===== config.mk =====
export PLATFORM = sky130hd
export DESIGN_NAME = calc_entry
export DESIGN_NICKNAME = d
export VERILOG_FILES = /design/src/rtl/calc_entry.sv
export SDC_FILE = /design/constraint.sdc
export NUM_CORES = 1
export LEC_CHECK = 0
export CORE_MARGIN = 1.5
export CORE_UTILIZATION = 61
export CTS_CLUSTER_DIAMETER = 100
export DETAILED_ROUTE_END_ITERATION = 8
export PLACE_DENSITY = 0.82
export SETUP_SLACK_MARGIN = 0.5
export SKIP_CTS_REPAIR_TIMING = 1
export SLEW_MARGIN = 30
export SYNTH_ARGS = -nofsm -noshare
export SYNTH_HDL_FRONTEND = slang
export SYNTH_SLANG_ARGS = --single-unit

===== constraint.sdc =====
create_clock -name clk -period 5.4 [get_ports clk]
set_input_delay 1.08 -clock clk [delete_from_list [all_inputs] [get_ports clk]]
set_output_delay 1.08 -clock clk [all_outputs]
set_load 0.01 [all_outputs]

===== src/rtl/calc_entry.sv =====
// Keypad number-entry stage: builds a signed 16-bit operand from decimal key
// events (digits, backspace, negate, clear) and drives the display data bytes.
module calc_entry (
  input  logic       clk,
  input  logic       rst,
  input  logic       key_valid,
  input  logic [3:0] key_code,
  output logic       key_ready,
  output logic [7:0] data_outH,
  output logic [7:0] data_outL,
  output logic       err
);

  typedef enum logic {IDLE = 1'b0, DIV = 1'b1} state_t;

  localparam logic [3:0]  KEY_BKSP  = 4'hA;
  localparam logic [3:0]  KEY_NEG   = 4'hB;
  localparam logic [3:0]  KEY_CLR   = 4'hC;
  localparam logic [18:0] MAG_MAX   = 19'd32767;
  localparam logic [3:0]  LAST_ITER = 4'd14;

  state_t             state, state_nx;
  logic [14:0]        mag, mag_nx;
  logic               neg, neg_nx;
  logic               err_nx;
  logic [3:0]         cnt, cnt_nx;
  logic [14:0]        dvd, dvd_nx;
  logic [3:0]         rem, rem_nx;
  logic [13:0]        quo, quo_nx;
  logic [18:0]        t;
  logic [4:0]         rem_sh;
  logic               q_bit;
  logic signed [15:0] value_nx;

  // Sign-apply the magnitude; -0 naturally collapses to 16'h0000.
  function automatic logic signed [15:0] to_value(input logic [14:0] m, input logic n);
    logic signed [15:0] sm;
    sm = signed'({1'b0, m});
    return n ? -sm : sm;
  endfunction

  // mag*10 + d as shift-add; 19 bits hold the worst case 32767*10+9.
  function automatic logic [18:0] mac10(input logic [14:0] m, input logic [3:0] d);
    return ({4'b0, m} << 3) + ({4'b0, m} << 1) + {15'b0, d};
  endfunction

  assign key_ready = (state == IDLE);
  assign t         = mac10(mag, key_code);
  assign rem_sh    = {rem, dvd[14]};
  assign q_bit     = (rem_sh >= 5'd10);
  assign value_nx  = to_value(mag_nx, neg_nx);

  always_comb begin
    state_nx = state;
    mag_nx   = mag;
    neg_nx   = neg;
    err_nx   = 1'b0;
    cnt_nx   = cnt;
    dvd_nx   = dvd;
    rem_nx   = rem;
    quo_nx   = quo;
    case (state)
      IDLE: begin
        if (key_valid) begin
          if (key_code <= 4'd9) begin
            if (t <= MAG_MAX) mag_nx = t[14:0];
            else              err_nx = 1'b1;
          end else begin
            case (key_code)
              KEY_BKSP: begin
                if (mag == 15'd0) begin
                  neg_nx = 1'b0;
                end else begin
                  dvd_nx   = mag;
                  rem_nx   = 4'd0;
                  cnt_nx   = 4'd0;
                  state_nx = DIV;
                end
              end
              KEY_NEG: neg_nx = ~neg;
              KEY_CLR: begin
                mag_nx = 15'd0;
                neg_nx = 1'b0;
              end
              default: ;
            endcase
          end
        end
      end
      DIV: begin
        // One restoring-division step; the low 4 bits of rem_sh-10 are exact since the result is < 10.
        dvd_nx = {dvd[13:0], 1'b0};
        rem_nx = q_bit ? (rem_sh[3:0] - 4'd10) : rem_sh[3:0];
        quo_nx = {quo[12:0], q_bit};
        cnt_nx = cnt + 4'd1;
        if (cnt == LAST_ITER) begin
          mag_nx   = {quo, q_bit};
          state_nx = IDLE;
        end
      end
      default: state_nx = IDLE;
    endcase
  end

  // Control and output register stage.
  always_ff @(posedge clk) begin
    if (rst) begin
      state     <= IDLE;
      mag       <= 15'd0;
      neg       <= 1'b0;
      cnt       <= 4'd0;
      err       <= 1'b0;
      data_outH <= 8'd0;
      data_outL <= 8'd0;
    end else begin
      state     <= state_nx;
      mag       <= mag_nx;
      neg       <= neg_nx;
      cnt       <= cnt_nx;
      err       <= err_nx;
      data_outH <= value_nx[15:8];
      data_outL <= value_nx[7:0];
    end
  end

  // Divider datapath; always reloaded before use, so it carries no reset.
  always_ff @(posedge clk) begin
    dvd <= dvd_nx;
    rem <= rem_nx;
    quo <= quo_nx;
  end

endmodule


### Word-level counts from Yosys, hierarchy flattened

Cells that the tools add are included.

| cells by class | value |
|---|---|
| add/sub/neg operators | 5 |
| magnitude comparators | 3 |
| bitwise operators | 5 |
| reductions and logical operators | 4 |
| equality and inequality tests | 8 |
| multiplexer cells | 31 |

Operator list:

| operator | number |
|---|---|
| 2-to-1 mux 15 bit | 10 |
| one-hot mux 15 bit (2 select lines) | 2 |
| 2-to-1 mux 4 bit | 5 |
| adder 18 x 16 -> 19 bit | 1 |
| adder 19 x 4 -> 19 bit | 1 |
| <= comparator 19 x 15 -> 1 bit, second input constant | 1 |
| == test 4 bit, second input constant | 4 |
| negation 15 -> 16 bit | 1 |
| one-hot mux 4 bit (2 select lines) | 2 |
| zero test 15 bit | 1 |
| 2-to-1 mux 1 bit | 10 |
| != test 2 bit, second input constant | 3 |
| greater-or-equal comparator 5 x 4 -> 1 bit, second input constant | 1 |
| NOT 1 bit | 5 |
| adder 4 x 1 -> 4 bit, second input constant | 1 |
| <= comparator 4 bit, second input constant | 1 |
| AND reduction 4 bit | 1 |
| OR reduction 4 bit | 1 |
| subtractor 4 bit, second input constant | 1 |
| one-hot mux 1 bit (3 select lines) | 1 |
| != test 2 x 1 -> 1 bit, second input constant | 1 |
| one-hot mux 1 bit (2 select lines) | 1 |
| OR reduction 2 bit | 1 |

| storage, ports and cells | value |
|---|---|
| flip-flop bits (word level) | 71 |
| output and inout port bits | 18 |
| logic and storage cells | 67 |
| input port bits | 7 |

### Longest topological paths before layout

| depth | value |
|---|---|
| depth in word-level cells | 9 |
| depth in mapped cells | 18 |
| gate-level depth less buffers | 16 |

### Worst setup path after synthesis

OpenSTA, ideal clock, no wires.

| path | value |
|---|---|
| path type | in2reg |
| start point | input port key_code[3] |
| end point | register data_outH[6] |
| path buffers | 1 |
| required time | 5.272 ns |
| setup time | 0.128 ns |
| stages | 17 |
| slack | 0.651 ns |
| arrival | 4.622 ns |
| cell sequence | inv_1 -> fa_1 -> inv_1 -> ha_1 -> a211oi_4 -> o211ai_2 -> a211oi_2 -> o31ai_2 -> xor2_2 -> or2_1 -> buf_6 -> o311ai_2 -> ha_1 -> nand4_2 -> o41ai_2 -> xnor2_1 -> nor2_1 |

| on the way | value |
|---|---|
| longest elaborated chain between the ends | 8 |
| elaborated cells on any way between the ends | 17 |
| those cells by class | 2 x add/sub; 2 x order compare; 3 x eq/ne; 10 x mux |

Ends and longest elaborated chain:

| what | line | RTL |
|---|---|---|
| start, declared | 7 | `input logic [3:0] key_code,` |
| adder 19 x 4 -> 19 bit | 44 | `return ({4'b0, m} << 3) + ({4'b0, m} << 1) + {15'b0, d};` |
| <= comparator 19 x 15 -> 1 bit | 66 | `if (t <= MAG_MAX) mag_nx = t[14:0];` |
| 2-to-1 mux 15 bit | 66 |  |
| 2-to-1 mux 15 bit | 65 | `if (key_code <= 4'd9) begin` |
| 2-to-1 mux 15 bit | 64 | `if (key_valid) begin` |
| one-hot mux 15 bit (2 select lines) | 62 | `case (state)` |
| negation 15 -> 16 bit | 39 | `return n ? -sm : sm;` |
| 2-to-1 mux 15 bit * | 39 |  |
| end signal, assigned | 121 | `data_outH <= value_nx[15:8];` |
| end, declared | 9 | `output logic [7:0] data_outH,` |

Mark *: on every way between the ends. The rest lies on a longest branch, timed or not.
A chain may end at the register's enable or synchronous reset.

### Final worst setup path

| path | value |
|---|---|
| start point | input port key_code[1] |
| end point | register data_outH[0] |

The elaborated chain is that of the path after synthesis.

==> metrics.md <==
| Metric | Value |
|---|---|
| Crit end category | `flip-flop` |
| Critical Path Most Common Cell | `buf_4` |
| Worst hold-check path type | `reg2reg` |
| Initial DRC count | `446` |
| Pin count of the biggest net entering global routing | `38` |
| Worst hold slack | `approximately 460 ps` |
| Clk_lat worst skew | `roughly 360 ps` |
| Pleak | `2.15 nW` |
| Adder-cell share of the synthesized area | `0.0982` |
| Hold Path Stages | `0` |
| Ports | `25` |
| End of the worst hold path | `quo[13]` |
| DR vias | `4059` |
| Critical-path top delay cell | `clkdlybuf4s50_1` |
| Largest family of logic cells by synthesized area | `compound AO/OA/AOI/OAI gates` |
| Post-synth ARST share | `0` |
| GRT overflow | `0` |
| RSZ-0062 raised after global routing | `false` |
| Vias in the first global route | `3922` |
| Reg-to-Reg End | `data_outH[0]` |
| Gpl congestion | `1.04` |
| Crit path time final | `4900 ps` |
| Total track usage | `0.320` |
| Biggest cell delay along the critical path | `roughly 570 ps` |
| Least-Margin Pin Slew | `758 ps` |
| CP Data Required Time | `5650 ps` |
| Layout cells sized above 1 | `0.199` |
| Post-synthesis compound-gate area fraction | `0.215` |
| Kind of critical path | `in2reg` |
| Core area | `7290 um^2` |
| Clock slew at reported path FFs | `90 ps` |
| Post-synth EDFFs | `33` |
| Post-synthesis xor/xnor area fraction | `0.0472` |
| Final TNS setup | `0 ps` |
| Gate count of the mapped netlist | `about 480` |
| Slew headroom | `0.494` |
| Main flop type after synthesis | `dfxtp_1` |
| Post-synthesis mux area share | `0.0535` |
| Final-report setup violation count | `0` |
| First-pass GRT wire length | `about 20 mm` |
| Worst-path fanout max | `14` |
| Routed WL | `about 13 mm` |
| Final Slew Violations | `0` |
| Std cell rows | `31` |
| Dpl hpwl | `8.72 mm` |
| Status | `finished, final reports clean` |
| Synth warnings | `0` |
| Tcrit/Tclk final | `0.907` |
| Max VDD drop | `158 uV` |
| WL/cell | `20.0 um` |
| Synthesized net count | `520` |
| Crit-path cells | `clkdlybuf4s50_1, ha_1, ha_1, inv_1, fa_1, nand2b_1, a21oi_2, buf_4, o211ai_1, a211o_1, o211ai_2, buf_6, nor4_1, a311oi_4, buf_4, buf_4, nand3_1, o21ai_0, xnor2_1, nor2_1` |
| Vias/cell | `6.43` |
| Initial Utilization | `0.632` |
| Mapped Area | `4610 um^2` |
| Post-Synth Simple-Gate Area | `0.176` |
| NumNets Final | `569` |
| Sequential Power Share | `0.389` |
| Die width | `about 90 um` |
| Worst Reg2Reg Path Length in Cells | `18` |
| Reg2reg setup slack | `approximately 1100 ps` |
| Die area | `8090 um^2` |
| Average size of a mapped cell | `9.65 um^2` |
| Internal power | `0.00108 W` |
| Synth cell types | `65` |
| Logic pwr share | `0.277` |
| Root buffer cell | `clkbuf_8` |
| Max Cap Viol | `0` |
| Clock Power Share | `0.333` |
| Port bufs | `24` |
| Synth Register Bits | `70` |
| Startpoint types | `input pin` |
| Fmax | `204 MHz` |
| Ant. Diodes | `0` |
| Critical Path AT | `5150 ps` |
| CTS tree | `yes` |
| Sw frac | `0.319` |
| Initial antenna violation count | `0` |
| Routed Antenna Nets | `0` |
| Setup Skew | `11.2 ps` |
| PD cells | `289 nW/um^2` |
| Die height | `~90 um` |
| Sequential-to-total area share from yosys stat | `0.376` |
| TritonCTS Buffers | `9` |
| P&R area growth vs syn | `19.3%` |
| DRT Pass-1 Iters | `5` |
| Hold_sp | `quo[12]` |
| R2r startpoint | `mag[2]` |
| H-tree depth | `3` |
| Final hold violation count | `0` |
| TritonCTS Sinks | `70` |
| Remaining DRCs | `0` |
| Psw | `0.000508 W` |
| Clock buffer depth | `2` |
-- area by class of cell --
type	count	area, um^2
multi-input combinational	371	2820
clock buffer	9	124
tap	99	124
sequential	70	1730
clock inverter	7	121
inverter	16	60.1
fill	516	1790
timing repair buffer	59	520
-- placed cells by master (no fill, tap or decap), types with 9 or more instances in the layout --
cell type	instances
a21oi_1	25
buf_4	32
clkbuf_8	9
clkdlybuf4s50_1	23
dfxtp_1	36
edfxtp_1	33
ha_1	31
inv_1	14
mux2_2	13
mux2i_1	10
nand2_1	52
nand3_1	14
nor2_1	57
nor3_1	9
nor4_1	9
o21ai_0	21
xnor2_1	13
xor2_1	10
-- cell families (layout without fill, tap and decap cells) --
logic type               Yosys count  count (layout)
buffers and inverters             37              91
XOR/XNOR                          24              24
AND/OR/NAND/NOR                  172             172
AO/OA/AOI/OAI                    117             117
multiplexers                      23              23
adder cells (fa/ha/maj)           35              35
flip-flops                        70              70
-- worst max path at each step --
stage / endpoint / start / cells after the start
after floorplan: data_outH[6] / key_code[3] / 17
after global placement: data_outH[2] / key_code[3] / 18
after detailed placement: data_outH[2] / key_code[3] / 17
after CTS: data_outH[2] / key_code[3] / 18
after global routing: data_outH[0] / key_code[1] / 20
final: data_outH[0] / key_code[1] / 20
-- state kept, by name, indices dropped and copies added, names as in the netlist, 4 cells and up --
register,cells
data_outL,8
cnt,4
data_outH,8
rem,4
quo,14
mag,14
dvd,15
-- per-layer routing --
metal  routed length, um  track usage  vias up  share of wire
met2                6110        0.518      207           0.48
met1                5210        0.415     1935           0.41
met3                 982       0.0719       37          0.078
met5                   0            0        -              0
li1                    -            -     1880              -
met4                 350        0.130        0          0.028
-- cells in the mapped netlist (3+ instances only) --
library cell | n | area share
buf_1 | 6 | 0.0049
nor3b_1 | 3 | 0.0049
nand2b_1 | 5 | 0.0068
xor2_1 | 10 | 0.019
mux2_2 | 13 | 0.032
o21a_1 | 3 | 0.0049
mux2i_1 | 10 | 0.022
nand4_1 | 5 | 0.0068
inv_1 | 16 | 0.013
a311oi_2 | 4 | 0.013
a311oi_4 | 4 | 0.023
nor2b_1 | 3 | 0.0041
a211oi_2 | 3 | 0.0081
edfxtp_1 | 33 | 0.21
a211o_1 | 4 | 0.0076
o211ai_1 | 6 | 0.0098
nor3_1 | 9 | 0.0098
o31ai_1 | 3 | 0.0049
a31oi_1 | 6 | 0.0081
a21o_1 | 4 | 0.0065
nor4_1 | 9 | 0.012
dfxtp_1 | 37 | 0.16
o211ai_2 | 3 | 0.0081
o2111ai_1 | 3 | 0.0057
a211oi_1 | 5 | 0.0081
nand2_1 | 52 | 0.042
a21oi_1 | 25 | 0.027
xnor2_1 | 13 | 0.025
nand3_1 | 15 | 0.016
ha_1 | 33 | 0.090
o21ai_0 | 21 | 0.023
o41ai_2 | 4 | 0.014
nor2_1 | 57 | 0.046
clkbuf_1 | 10 | 0.0081
-- critical path, delay by kind of cell --
family          cells  cell delay (ps)
compound gates      6             1400
buf+inv             6             1260
fa+ha+maj           3              760
simple gates        4              430
xor+xnor            1              190
-- power groups by stage --
stage | logic, W | clock network [W] | registers, W
2_1_floorplan | 0.000256 | 0 | 0.000621
3_3_place_gp | 0.000370 | 0 | 0.000628
3_5_place_dp | 0.000380 | 0 | 0.000629
4_1_cts | 0.000383 | 0.000534 | 0.000617
5_1_grt | 0.000478 | 0.000558 | 0.000621
6_report | 0.000441 | 0.000530 | 0.000619
-- stage by stage --
step / utilization / setup WS, ps / std cells / power [W] / instance area (um^2)
floorplan: - / 651 / 478 / 0.000877 / 4610
global placement: 0.696 / 114 / 607 / 0.000998 / 5080
global route: 0.754 / 363 / 631 / 0.00166 / 5500
CTS: 0.730 / 394 / 623 / 0.00153 / 5320
detailed placement: 0.696 / 22.8 / 607 / 0.00101 / 5080
finish: 0.754 / 502 / 631 / 0.00159 / 5500
No activity file was read; power rests on OpenSTA's default activity.
